**src/rtl/gcd_driver.sv**
```systemverilog
// Sequencer that hands operand pairs to an external GCD calculator and returns its result.
// Optional abort of a stalled calculation is enabled by defining GCD_DRV_TIMEOUT_EN.
module gcd_driver #(
    parameter int TIMEOUT_CYCLES = 255
) (
    input  logic       clk,
    input  logic       rst,
    input  logic       in_valid,
    output logic       in_ready,
    input  logic [7:0] in_a,
    input  logic [7:0] in_b,
    output logic [7:0] gcd_p,
    output logic [7:0] gcd_q,
    output logic       gcd_start,
    input  logic       gcd_done,
    input  logic [7:0] gcd_r,
    output logic       out_valid,
    input  logic       out_ready,
    output logic [7:0] out_gcd,
    output logic       out_err,
    output logic       busy,
    output logic [1:0] dbg_state
);

    // Handshakes: a transfer happens on a rising edge where valid and ready are both high;
    // valid, once raised, stays high with stable data until that transfer.
    typedef enum logic [1:0] {
        IDLE      = 2'd0,
        WAIT_DONE = 2'd1,
        WAIT_CLR  = 2'd2,
        OUTPUT    = 2'd3
    } state_t;

    state_t state;

`ifdef GCD_DRV_TIMEOUT_EN
    localparam logic [7:0] TO_LAST = 8'(TIMEOUT_CYCLES - 1);
    logic [7:0] to_cnt;
    logic       err_q;
    assign out_err = err_q;
`else
    assign out_err = 1'b0;
`endif

    assign in_ready  = (state == IDLE);
    assign busy      = (state != IDLE);
    assign dbg_state = state;

    always_ff @(posedge clk or posedge rst) begin
        if (rst) begin
            state     <= IDLE;
            gcd_p     <= 8'd0;
            gcd_q     <= 8'd0;
            gcd_start <= 1'b0;
            out_gcd   <= 8'd0;
            out_valid <= 1'b0;
`ifdef GCD_DRV_TIMEOUT_EN
            to_cnt    <= 8'd0;
            err_q     <= 1'b0;
`endif
        end else begin
            case (state)
                IDLE: begin
                    if (in_valid) begin
                        gcd_p <= in_a;
                        gcd_q <= in_b;
                        // A zero operand makes the answer the other operand; skip the calculator.
                        if (in_a == 8'd0 || in_b == 8'd0) begin
                            out_gcd   <= in_a | in_b;
                            out_valid <= 1'b1;
                            state     <= OUTPUT;
`ifdef GCD_DRV_TIMEOUT_EN
                            err_q     <= 1'b0;
`endif
                        end else begin
                            gcd_start <= 1'b1;
                            state     <= WAIT_DONE;
`ifdef GCD_DRV_TIMEOUT_EN
                            to_cnt    <= 8'd0;
`endif
                        end
                    end
                end
                WAIT_DONE: begin
                    if (gcd_done) begin
                        out_gcd   <= gcd_r;
                        gcd_start <= 1'b0;
                        state     <= WAIT_CLR;
`ifdef GCD_DRV_TIMEOUT_EN
                        err_q     <= 1'b0;
                    end else if (to_cnt == TO_LAST) begin
                        out_gcd   <= 8'd0;
                        err_q     <= 1'b1;
                        gcd_start <= 1'b0;
                        out_valid <= 1'b1;
                        state     <= OUTPUT;
                    end else begin
                        to_cnt    <= to_cnt + 8'd1;
`endif
                    end
                end
                WAIT_CLR: begin
                    // Hold off until the calculator drops done so it cannot be re-launched early.
                    if (!gcd_done) begin
                        out_valid <= 1'b1;
                        state     <= OUTPUT;
                    end
                end
                OUTPUT: begin
                    if (out_ready) begin
                        out_valid <= 1'b0;
                        state     <= IDLE;
                    end
                end
                default: state <= IDLE;
            endcase
        end
    end

endmodule

```
**config.mk**
```make
export PLATFORM = sky130hd
export DESIGN_NAME = gcd_driver
export DESIGN_NICKNAME = d
export VERILOG_FILES = /design/src/rtl/gcd_driver.sv
export SDC_FILE = /design/constraint.sdc
export NUM_CORES = 1
export LEC_CHECK = 0
export BUFFER_PORTS_ARGS = -buffer_cell sky130_fd_sc_hd__buf_2
export CAP_MARGIN = 20
export CORE_ASPECT_RATIO = 0.6
export CORE_UTILIZATION = 30
export DETAILED_ROUTE_END_ITERATION = 7
export SYNTH_ARGS = -nofsm -noshare
export SYNTH_HDL_FRONTEND = slang
export SYNTH_SLANG_ARGS = --single-unit
export TNS_END_PERCENT = 50
```
**constraint.sdc**
```tcl
create_clock -name clk -period 3.2 [get_ports clk]
set_input_delay 0.32 -clock clk [delete_from_list [all_inputs] [get_ports clk]]
set_output_delay 0.32 -clock clk [all_outputs]
set_load 0.005 [all_outputs]
```
==> results.yml <==
clocking:
  cts-root-buf: "clkbuf_8"
  hold_buffers: 0
  clock_latency_ns: 0.28
  cts-buffers-inserted: 3
  clock-sinks: 28
  cts_post_setup_buffers_inserted: 0
  tritoncts: "done"
  clk_path_buf_depth: 2
  worst_setup_hold_path_clk_slew_ns: 0.10
  cts_repair_resize_count: 0
  clock_tree.htree_level_count: 1
routing:
  viasPerCell: 4.50
  initialDrtViolationCount: 52
  remaining_drc_errors: 0
  wl_per_cell_um: 13.8
  drt_pass1_iterations: 4
  route.antenna.remaining_nets: 0
  detail_route.wirelength_um: 3300
  route.vias.total: 1072
timing:
  maxClockFrequency_ghz: 0.452
  timing.max_slew.rel_slack_pct: 49.0
  period_share_pct: 69.2
  tightestPinTransition_ns: 0.765
  period_needed_ns: 2.21
  final.setup_skew_ns: 0.00742
  setup-violations-final: 0
  rsz0062_at_grt: "no"
  report.final.slew_viol_count: 0
  report.final.hold_viol_count: 0
  finalSetupTns_ns: 0
worst_setup_path:
  worstPathArrival_ns: 2.39
  critPathLaunchType: "flop"
  timing.critical_path.required_ns: 3.37
  critPathKind: "flop to flop"
  endpoint_kind: "flop"
  cp_max_fo: 9
finish:
  sequential_cell_area_um2: 701
  fill_cells: 426
  final_core_utilization_pct: 42.2
  multi_input_area_um2: 612
  syn_to_final_growth_pct: 31.1
  antenna-diode-count: 0
  drive_above_1_share_pct: 49.4
  finish.instance_area_mm2: 0.00178
  nets: 213
global_route:
  grt.overflow.total: 0
  global_route.usage.met1_pct: 21.6
  grt_most_used_layer: "met1"
  grt_first_pass_wirelength_um: 5030
  grtUsageMet3_pct: 4.60
  global_route.usage.met2_pct: 20.1
  global_route.usage.total_pct: 14.4
  antenna_found_initial: 0
  grt_pass1_vias: 1005
  largest_net_degree_at_the_start_of_global_routing: 21
floorplan:
  std_cell_rows: 18
  floorplan.die.height_um: 54.0
  die_area_mm2: 0.00479
  core_region_area_mm2: 0.00421
  die_width_um: 88.7
  floorplan.initialDensity_pct: 32.1
  ios: 60
pwr:
  power.leakage_nw: 0.848
  p_per_area_mw_per_mm2: 970
  finalPower_mw: 1.72
  worst_ir_drop_vdd_v: 0.000317
hold_path:
  hold_class: "input port to asynchronous set/reset pin"
yosys:
  leading_post_synthesis_cells_by_instance_count: "dfrtp_1, mux2_2, nand2_1"
  post_synthesis_average_cell_area_um2: 11.3
  synthDominantAreaCellType: "dfrtp_1"
  synthesis.area_mm2: 0.00135
  yosysSeqAreaShare_pct: 51.8
  synth.ff_latch_count: 28
  synth_fp_nets: 154
  synth.most_common_cell: "dfrtp_1"
  syn-instance-count: 120
  synth_largest_type_area_fraction_pct: 51.8
  synth.lib_cells_used.distinct: 23
  synth-edff-count: 0
  async_flop_share_pct: 100
  synthesis.yosys.warnings: 0
  postSynth.topFlopCell: "dfrtp_1"
  yosys-top-cells-area: "dfrtp_1, mux2_2, ha_1"
status:
  run_status: "completed"
placed_design:
  post_dp_cell_area_mm2: 0.00170
  place_hpwl_um: 2630
  placer_congestion: 0.737
  buffers_added_on_ports: 58
job:
  drv_cap: 0
[state kept, by name, indices dropped and copies added, names as in the netlist]
register   cells
out_valid      1
out_gcd        8
gcd_start      1
dbg_state      2
gcd_p          8
gcd_q          8
[worst max-delay path: stages (launching register included)]
cell	delay, ns
dfrtp_1	0.45
inv_1	0.11
ha_1	0.33
inv_1	0.16
a2bb2oi_1	0.22
o21ai_0	0.17
a21oi_4	0.31
mux2_2	0.38
[area by class of cell]
| type | instances | area share (%) |
|---|---|---|
| clock buffer | 3 | 2.33 |
| clock inverter | 1 | 1.69 |
| inverter | 5 | 1.06 |
| multi-input combinational | 82 | 34.5 |
| sequential | 28 | 39.5 |
| tap | 60 | 4.23 |
| timing repair buffer | 59 | 16.8 |
[logic make-up after synthesis]
kind of cell,share of synthesized area (%)
DFF,51.8
and+or+nand+nor,10.7
other,0.277
buffers and inverters,3.05
AOI/OAI and AO/OA,9.61
adders and majority gates,4.62
muxes,20.0
[where the power goes]
group / switching, mW / internal, mW / leakage, nW / total (mW)
Combinational: 0.372 / 0.432 / 0.487 / 0.804
Clock: 0.114 / 0.168 / 0.0357 / 0.281
Sequential: 0.0967 / 0.540 / 0.325 / 0.636
Total: 0.582 / 1.14 / 0.848 / 1.72
[final timing paths]
path | to | slack [ns] | from | depth (start not counted)
max | out_gcd[7]$_DFFE_PP0P_ | 0.99 | dbg_state[0]$_DFFE_PP0P_ | 7
min | out_gcd[2]$_DFFE_PP0P_ | 0.16 | rst | 2
max reg2reg | out_gcd[7]$_DFFE_PP0P_ | 0.99 | dbg_state[0]$_DFFE_PP0P_ | 7
min reg2reg | out_valid$_DFFE_PP0P_ | 0.51 | out_valid$_DFFE_PP0P_ | 1
max in group asynchronous | out_gcd[6]$_DFFE_PP0P_ | 2.42 | rst | 3
min in group clk | gcd_q[2]$_DFFE_PP0P_ | 0.30 | in_b[2] | 2
[per-layer routing]
metal,vias up,routed length [um]
li1,532,-
met1,503,1700
met2,35,1360
met3,2,214
met4,0,19
met5,-,0
[per-stage QoR]
stage / hold slack (ns) / worst slack (ns) / instances
finish: 0.162 / 0.986 / 238
global route: 0.248 / 0.748 / 238
CTS: 0.204 / 0.963 / 238
detailed placement: 0.488 / 0.976 / 234
global placement: 0.477 / 0.993 / 234
floorplan: 0.385 / 1.12 / 120
[layout by cell type, fill, tap and decap left out, drive strengths merged]
master    n
nor4      2
dfrtp    28
or4       2
bufinv    1
mux2     24
nor3      1
a2bb2oi   1
nand2b    1
nand3     2
nand2    13
a21oi     3
a311o     1
inv       5
conb      1
and4b     1
nor2     10
buf      59
o2bb2ai   1
a211o     1
a21boi    1
ha        5
clkbuf    3
o21ai    12
Power figures use the tool's default switching activity.
